### src/rtl/ce_sequencer_pkg.sv
// Shared constants and decode helpers for the ce_sequencer clock-enable block.
package ce_sequencer_pkg;

   typedef enum logic [1:0] {
      CPU_MODE_3M     = 2'd0,
      CPU_MODE_6M     = 2'd1,
      CPU_MODE_1M5    = 2'd2,
      CPU_MODE_3M_ALT = 2'd3
   } cpu_mode_e;

   typedef enum logic {
      ST_HOLD = 1'b0,
      ST_RUN  = 1'b1
   } seq_state_e;

   // NCO increments for a 32-bit accumulator clocked at 24 MHz
   localparam logic [31:0] INC_PAL_FSC = 32'd3173707922;  // 4 x 4.43361875 MHz
   localparam logic [31:0] INC_18M432  = 32'd3298534883;  // 18.432 MHz

   function automatic logic cpu_tick(input cpu_mode_e mode, input logic [3:0] c);
      case (mode)
         CPU_MODE_6M:  return c[1:0] == 2'd2;
         CPU_MODE_1M5: return c == 4'd6;
         default:      return c[2:0] == 3'd6;
      endcase
   endfunction

endpackage

### src/rtl/ce_sequencer_nco.sv
// One NCO channel: phase accumulator with programmable increment, carry and MSB outputs.
module nco_channel #(
   parameter int unsigned      ACC_W     = 32,
   parameter logic [ACC_W-1:0] INC_RESET = '0
) (
   input  logic             clk_i,
   input  logic             reset_i,
   input  logic             we_i,
   input  logic [ACC_W-1:0] inc_i,
   output logic             ce_o,
   output logic             msb_o
);

   logic [ACC_W-1:0] acc_q, acc_d;
   logic [ACC_W-1:0] inc_q, inc_d;
   logic             carry_d;
   logic             ce_q, msb_q;

   always_comb begin
      {carry_d, acc_d} = {1'b0, acc_q} + {1'b0, inc_q};
      inc_d            = we_i ? inc_i : inc_q;
   end

   // Accumulator is never cleared on an increment write, keeping phase continuous
   always_ff @(posedge clk_i) begin
      if (reset_i) begin
         acc_q <= '0;
         inc_q <= INC_RESET;
         ce_q  <= 1'b0;
         msb_q <= 1'b0;
      end else begin
         acc_q <= acc_d;
         inc_q <= inc_d;
         ce_q  <= carry_d;
         msb_q <= acc_d[ACC_W-1];
      end
   end

   assign ce_o  = ce_q;
   assign msb_o = msb_q;

endmodule

### src/rtl/ce_sequencer.sv
// Clock-enable sequencer on clk24: master counter with reset holdoff, video strobes,
// glitch-free CPU enable and NCH programmable NCO channels.
module ce_sequencer
   import ce_sequencer_pkg::*;
#(
   parameter int unsigned          CTR_W       = 6,
   parameter int unsigned          INIT_CYCLES = 3,
   parameter int unsigned          NCH         = 4,
   parameter int unsigned          ACC_W       = 32,
   parameter logic [NCH*ACC_W-1:0] INC_DEFAULT = '0
) (
   input  logic             clk24,
   input  logic             reset,
   input  logic [1:0]       cpu_mode,
   input  logic             cpu_hold,
   input  logic             inc_we,
   input  logic [2:0]       inc_sel,
   input  logic [ACC_W-1:0] inc_data,
   output logic             ce12,
   output logic             ce6,
   output logic             ce6x,
   output logic             ce3,
   output logic             ce1m5,
   output logic             video_slice,
   output logic             pipe_ab,
   output logic             ce_cpu,
   output logic [NCH-1:0]   nco_clk,
   output logic [NCH-1:0]   nco_ce
);

   localparam int unsigned INIT_W = $clog2(INIT_CYCLES + 1);

   seq_state_e        state_q, state_d;
   logic [INIT_W-1:0] init_q, init_d;
   logic [CTR_W-1:0]  ctr_q, ctr_d;
   cpu_mode_e         mode_q, mode_d;
   logic [7:0]        strb_q, strb_d;

   always_comb begin
      state_d = state_q;
      init_d  = init_q;
      ctr_d   = ctr_q;
      mode_d  = mode_q;
      strb_d  = '0;
      case (state_q)
         ST_HOLD: begin
            init_d = init_q + INIT_W'(1);
            if (init_q == INIT_W'(INIT_CYCLES - 1)) state_d = ST_RUN;
         end
         ST_RUN: begin
            ctr_d = ctr_q + CTR_W'(1);
            // Mode only changes at the 8-cycle slot end, so no CPU period is ever shortened
            if (ctr_q[2:0] == 3'd7) mode_d = cpu_mode_e'(cpu_mode);
            strb_d = {ctr_q[0],
                      &ctr_q[1:0],
                      ctr_q[1] & ~ctr_q[0],
                      ctr_q[2:0] == 3'd6,
                      ctr_q[3:0] == 4'd6,
                      ~ctr_q[2],
                      ctr_q[CTR_W-1],
                      ~cpu_hold & cpu_tick(mode_q, ctr_q[3:0])};
         end
         default: state_d = ST_HOLD;
      endcase
   end

   always_ff @(posedge clk24) begin
      if (reset) begin
         state_q <= ST_HOLD;
         init_q  <= '0;
         ctr_q   <= '0;
         mode_q  <= CPU_MODE_3M;
         strb_q  <= '0;
      end else begin
         state_q <= state_d;
         init_q  <= init_d;
         ctr_q   <= ctr_d;
         mode_q  <= mode_d;
         strb_q  <= strb_d;
      end
   end

   assign {ce12, ce6, ce6x, ce3, ce1m5, video_slice, pipe_ab, ce_cpu} = strb_q;

   for (genvar i = 0; i < NCH; i++) begin : g_nco
      nco_channel #(
         .ACC_W     (ACC_W),
         .INC_RESET (INC_DEFAULT[i*ACC_W +: ACC_W])
      ) u_nco (
         .clk_i   (clk24),
         .reset_i (reset),
         .we_i    (inc_we && (inc_sel == 3'(i))),
         .inc_i   (inc_data),
         .ce_o    (nco_ce[i]),
         .msb_o   (nco_clk[i])
      );
   end

endmodule
### config.mk
export PLATFORM = sky130hd
export DESIGN_NAME = ce_sequencer
export DESIGN_NICKNAME = d
export VERILOG_FILES = /design/src/rtl/ce_sequencer_pkg.sv /design/src/rtl/ce_sequencer_nco.sv /design/src/rtl/ce_sequencer.sv
export SDC_FILE = /design/constraint.sdc
export NUM_CORES = 1
export LEC_CHECK = 0
export CELL_PAD_IN_SITES_DETAIL_PLACEMENT = 2
export CELL_PAD_IN_SITES_GLOBAL_PLACEMENT = 2
export CORE_MARGIN = 3
export CORE_UTILIZATION = 39
export CTS_BUF_LIST = sky130_fd_sc_hd__clkbuf_8 sky130_fd_sc_hd__clkbuf_16
export CTS_CLUSTER_SIZE = 25
export DETAILED_ROUTE_END_ITERATION = 12
export PLACE_DENSITY_LB_ADDON = 0.1
export SLEW_MARGIN = 25
export SYNTH_ARGS = -nofsm -noshare
export SYNTH_HDL_FRONTEND = slang
export SYNTH_HIERARCHICAL = 1
export SYNTH_SLANG_ARGS = --single-unit
### constraint.sdc
create_clock -name clk24 -period 3.5 [get_ports clk24]
set_clock_uncertainty 0.2 [all_clocks]
set_input_delay 0.7 -clock clk24 [delete_from_list [all_inputs] [get_ports clk24]]
set_output_delay 0.7 -clock clk24 [all_outputs]
set_load 0.1 [all_outputs]
Yosys cells after proc, flatten, opt, wreduce, memory -nomap -nowiden
Index checks and enable logic that the tools add are counted.
{"block": "totals", "in_bits": 41, "register_bits": 283, "output_inout_bits": 16, "elab_cells": 55}
{"block": "classes", "n_bitwise": 6, "add_sub_neg": 6, "mux": 4, "reduce_logical": 8, "n_eq_ne": 10}
{"cell": "32-bit by 32-bit adder with 33-bit output", "n": 4}
{"cell": "6-bit by 1-bit adder with 6-bit output (second input constant)", "n": 1}
{"cell": "2-bit equality test (second input constant)", "n": 3}
{"cell": "3-bit by 2-bit equality test with 1-bit output (second input constant)", "n": 2}
{"cell": "3-bit equality test (second input constant)", "n": 2}
{"cell": "4-bit by 3-bit equality test with 1-bit output (second input constant)", "n": 1}
{"cell": "1-bit logical AND", "n": 4}
{"cell": "1-bit inverter", "n": 4}
{"cell": "2-bit AND reduction", "n": 2}
{"cell": "3-bit by 1-bit equality test with 1-bit output (second input constant)", "n": 1}
{"cell": "3-bit logical NOT", "n": 1}
{"cell": "1-bit two-way mux", "n": 3}
{"cell": "2-bit by 1-bit adder with 2-bit output (second input constant)", "n": 1}
{"cell": "1-bit AND", "n": 2}
{"cell": "2-bit by 1-bit equality test with 1-bit output (second input constant)", "n": 1}
{"cell": "1-bit case mux with 2 select lines", "n": 1}
{"cell": "2-bit OR reduction", "n": 1}

Longest topological paths before layout
{"block": "logic_depth", "depth_word": 4, "ltp_mapped": 10}

Hierarchy
The synthesis kept the hierarchy.
{"mod": "nco_channel (g_nco[0].u_nco ...)", "area_per_inst_um2": 3752.3, "instances": 2, "cells_each": 434}
{"mod": "nco_channel (g_nco[2].u_nco)", "area_per_inst_um2": 3793.6, "instances": 1, "cells_each": 443}
{"mod": "nco_channel (g_nco[3].u_nco)", "area_per_inst_um2": 3579.7, "instances": 1, "cells_each": 398}
{"mod": "ce_sequencer", "area_per_inst_um2": 762.0, "instances": 1, "cells_each": 79}

Worst setup path after synthesis
OpenSTA, ideal clock, no wires.
{"block": "synth_path", "path_type": "reg-to-reg", "from": "register g_nco[3].u_nco.acc_q[0]", "to": "register g_nco[3].u_nco.acc_q[28]", "arrival_time_ns": 2.602, "stages_incl_launch_ff": 11, "path_slack_ns": 0.577, "required_ns": 3.179, "path_buffers": 0, "cell_sequence": "dfxtp_1 > ha_1 > fa_1 > a21oi_1 > o211ai_1 > a21oi_1 > o21ai_0 > a31oi_1 > o21bai_1 > a21oi_1 > mux2_2"}
{"block": "synth_between", "elab_chain_cells": 1}
{"element": "start, declared", "line_no": "ce_sequencer_nco.sv:14", "text": "logic [ACC_W-1:0] acc_q, acc_d;"}
{"element": "start signal, assigned", "line_no": "ce_sequencer_nco.sv:27", "text": "acc_q <= '0;"}
{"element": "start signal, assigned", "line_no": "ce_sequencer_nco.sv:32", "text": "acc_q <= acc_d;"}
{"element": "32-bit by 32-bit adder with 33-bit output", "line_no": "ce_sequencer_nco.sv:20", "text": "{carry_d, acc_d} = {1'b0, acc_q} + {1'b0, inc_q};"}
No other way between the ends.
A chain may end at the register's enable or synchronous reset.

Worst setup path in the final report
{"block": "layout_path", "from": "register g_nco[3].u_nco.inc_q[0]", "to": "register g_nco[3].u_nco.acc_q[28]"}
{"block": "layout_between", "elab_chain_cells": 1}
{"element": "start, declared", "line_no": "ce_sequencer_nco.sv:15", "text": "logic [ACC_W-1:0] inc_q, inc_d;"}
{"element": "start signal, assigned", "line_no": "ce_sequencer_nco.sv:33", "text": "inc_q <= inc_d;"}
{"element": "32-bit by 32-bit adder with 33-bit output", "line_no": "ce_sequencer_nco.sv:20"}
No other way between the ends.

==> summary.txt <==
Critical path
  – Nature of the critical path endpoint: register
  – CP Data Required Time: ~3.7 ns
  – Crit path cell chain: ha_1 > fa_1 > a21oi_1 > o211ai_1 > a21oi_2 > o21ai_0 > a31oi_2 > o21bai_1 > a21oi_1 > mux2_2
  – Top Family by Delay on Critical Path: compound AO/OA/AOI/OAI gates
  – Buf/Inv on CP: 0
  – Crit path top cell by count: a21oi_1
  – Crit path largest cell delay: 0.42 ns
  – Crit-path max FO: 3
  – Setup CP Type: register to register
  – Slowest-stage cell, CP: fa_1
  – Worst Path Arrival: 3.39 ns
  – CP Launch Type: register

STA
  – Final hold vios: 0
  – Final period utilization: between 90 and 100%
  – Slew Viols, Final: 0
  – Finish-stage setup viols: 0
  – Unrepaired setup endpoints after global routing: false
  – Actual slew at the worst max-slew pin: ~0.64 ns
  – Crit path time final: around 3.2 ns
  – Total Neg Setup Slack: 0 ns
  – Max Clk Rate: between 300 and 400 MHz
  – Slew margin rel.: between 50% and 60%

Drt
  – Antenna-violating nets left: 0
  – Wirelength per Cell: approximately 20 um
  – Vias per cell: about 5.6
  – DRC errors left: 0
  – Via count: 13.2k
  – First-pass DRT Iterations: 4
  – WL final: about 47 mm
  – DR iter-0 viols: 497

GRT
  – Largest net degree at the start of global routing: 83
  – Initial antenna violation count: 0
  – Global Route Usage Sum: 22.3%
  – Congestion Overflow GR: 0
  – First-pass GRT wire length: between 70 and 80 mm
  – Vias in the first global route: approximately 15k

Die
  – IO Count: 57
  – Total core area: between 30000 and 40000 um^2
  – Initial Util: 40.0%
  – FP Rows: 72
  – Die extent in x: approximately 210 um
  – Die Height: between 200 and 250 um
  – Area of the die: roughly 43000 um^2

Synthesis
  – Multiplexer area fraction after synthesis: 9.69%
  – Post-Syn Area: between 15000 and 20000 um^2
  – Synth area leader: dfxtp_1
  – Register bit total from synthesis: between 200 and 300
  – Mean Syn Cell Area: 8.75 um^2
  – Simple logic cell fraction of the synthesized area: between 15 and 20%
  – Main combinational cell family by area after synthesis: simple AND/OR/NAND/NOR gates
  – EDFF count, synth: 0
  – Synth Area in Adders: 11.2%
  – Top-count cell post-synth: nor2_1
  – Top area cells in the synthesized netlist: dfxtp_1 36%, ha_1 11%, mux2i_1 8.5%
  – Syn Inst Count: about 1.8k
  – Area fraction of the dominant cell type after synthesis: 35.7%
  – Post-synth cell types: between 80 and 90
  – Commonest cells post-synth: 319 x nor2_1, 279 x dfxtp_1, 147 x a21oi_1, 134 x ha_1, 133 x mux2i_1
  – Syn nets: between 1.5k and 2k
  – Async S/R FF share, synth: 0%
  – Compound-gate portion of the synthesized area: around 17%
  – Post-synthesis sequential area ratio: 35.7%
  – YS warnings: 6
  – Post-Synth XOR/XNOR Area: under 10%
  – Main synth FF type: dfxtp_1

Pwr
  – Part of the power in combinational logic: about a tenth
  – Seq pwr share: 42.6%
  – LEAKAGE: ~7.3 nW
  – Net Switching: roughly 2.1 mW
  – Clk network pwr share: a little under half
  – Power per cell area: around 440 nW/um^2
  – Peak supply drop: between 0.2 and 0.3 mV
  – Int Pwr: a little under 6 mW
  – Switch share: a little over a quarter

CTS
  – Clk sinks: roughly 280
  – CTS Root Cell: clkbuf_16
  – Clock transition at path regs: ~0.06 ns
  – Longest Clk Path Bufs: 3
  – Worst skew pair latency: approximately 0.55 ns
  – Total CTS buffers: 36
  – CTS tree: done
  – H-tree depth: 2
  – Hold_buf cts: 0

Final layout
  – Final Util: a little under half
  – Sequential cell area: 5590 um^2
  – Final nets: 2008
  – Fillers: 4292
  – Multi-input gate area: between 9000 and 10000 um^2
  – P&R area growth vs syn: 14.8%
  – ANT cells: 0
  – Ratio of cells with drive above 1 in the final layout: under 10%

Run status
  – Status: finished clean

Flow run
  – Total of max-cap violations: 0

Placement
  – HPWL after detailed placement: around 35 mm
  – Port bufs: 56
  – Placer Congestion: approximately 0.82

Worst hold path
  – Worst Hold Class: register to register
[cell usage in the layout, fill, tap and decap left out, types with 19 or more instances in the layout]
master / synthesis / final
nor2_1: 319 / 319
nand3_1: 38 / 38
ha_1: 134 / 134
nor2b_1: 34 / 34
a21o_1: 32 / 32
clkbuf_16: 0 / 37
o21ai_0: 62 / 62
nand4_1: 21 / 21
nand2_1: 88 / 88
inv_1: 42 / 49
o21a_1: 19 / 19
xor2_1: 47 / 47
buf_4: 2 / 28
dfxtp_1: 279 / 279
a21oi_1: 147 / 146
mux2i_1: 133 / 133
nor3_1: 26 / 26
clkdlybuf4s50_1: 0 / 39
xnor2_1: 46 / 46
[area by class of cell]
class                   instances  share of cell area, %
inverters                      42                  0.878
clock buffers                  45                   5.77
flip-flops and latches        279                   31.1
multi-input cells            1398                   53.9
clock inverters                20                  0.906
well taps                     518                   3.61
repair buffers                 72                   3.87
[per-stage QoR]
stage	worst slack, ns	cell area, um^2	power, mW	hold slack, ns	cells
after floorplan	0.577	15600	4.01	0.239	1788
after global placement	0.243	16700	4.25	0.256	2309
after detailed placement	0.166	16700	4.30	0.287	2309
after CTS	0.119	17900	8.09	0.295	2374
after global routing	0.106	18000	8.33	0.316	2374
final	0.348	18000	7.97	0.287	2374
[worst paths after layout]
kind | startpoint | to | slack (ns) | cells after the start
min | mode_q[1]$_SDFFE_PP0P_ | mode_q[1]$_SDFFE_PP0P_ | 0.29 | 2
max reg2reg | g_nco[3].u_nco/inc_q[0]$_SDFFE_PP0P_ | g_nco[3].u_nco/acc_q[28]$_SDFF_PP0_ | 0.35 | 10
max | g_nco[3].u_nco/inc_q[0]$_SDFFE_PP0P_ | g_nco[3].u_nco/acc_q[28]$_SDFF_PP0_ | 0.35 | 10
min reg2reg | mode_q[1]$_SDFFE_PP0P_ | mode_q[1]$_SDFFE_PP0P_ | 0.29 | 2
[logic make-up after synthesis]
group | count (synthesis)
buffers and inverters | 111
AND/OR/NAND/NOR | 613
adder cells (fa/ha/maj) | 138
AO/OA/AOI/OAI | 406
flip-flops | 279
multiplexers | 148
XOR/XNOR | 93
[layer usage]
layer  vias to the layer above  global-route usage (%)  part of all wire [%]
met5                         -                       0                     0
met4                         0                    5.14                   1.9
met3                        61                    3.18                   2.5
met2                       101                    40.0                    49
met1                      6587                    28.4                    46
li1                       6459                       -                     -
[sequential cells by signal, summed over array words and instances, names as in the netlist]
signal and count:
ctr_q 6, strb_q 8, state_q 1, g_nco.u_nco/ce_o 4, mode_q 2, g_nco.u_nco/inc_q 128
init_q 2, g_nco.u_nco/acc_q 128
[power by group through the flow]
| stage | Clock [mW] | Combinational, mW | Sequential [mW] |
|---|---|---|---|
| finish | 3.73 | 0.843 | 3.39 |
| global route | 3.99 | 0.938 | 3.40 |
| CTS | 3.84 | 0.854 | 3.39 |
| detailed placement | 0 | 0.842 | 3.46 |
| global placement | 0 | 0.800 | 3.45 |
| floorplan | 0 | 0.509 | 3.50 |
[worst register-to-register path, stage by stage (launching register included)]
cell and delay (ns):
dfxtp_1 0.31, ha_1 0.21, fa_1 0.42, a21oi_1 0.27
o211ai_1 0.19, a21oi_2 0.22, o21ai_0 0.16, a31oi_2 0.28
o21bai_1 0.14, a21oi_1 0.27, mux2_2 0.37
[repair_timing]
action / CTS / global route
resized for setup: 0 / 2
setup endpoints to repair: 0 / 1
buffers inserted: 0 / 0
Power figures use the tool's default switching activity.
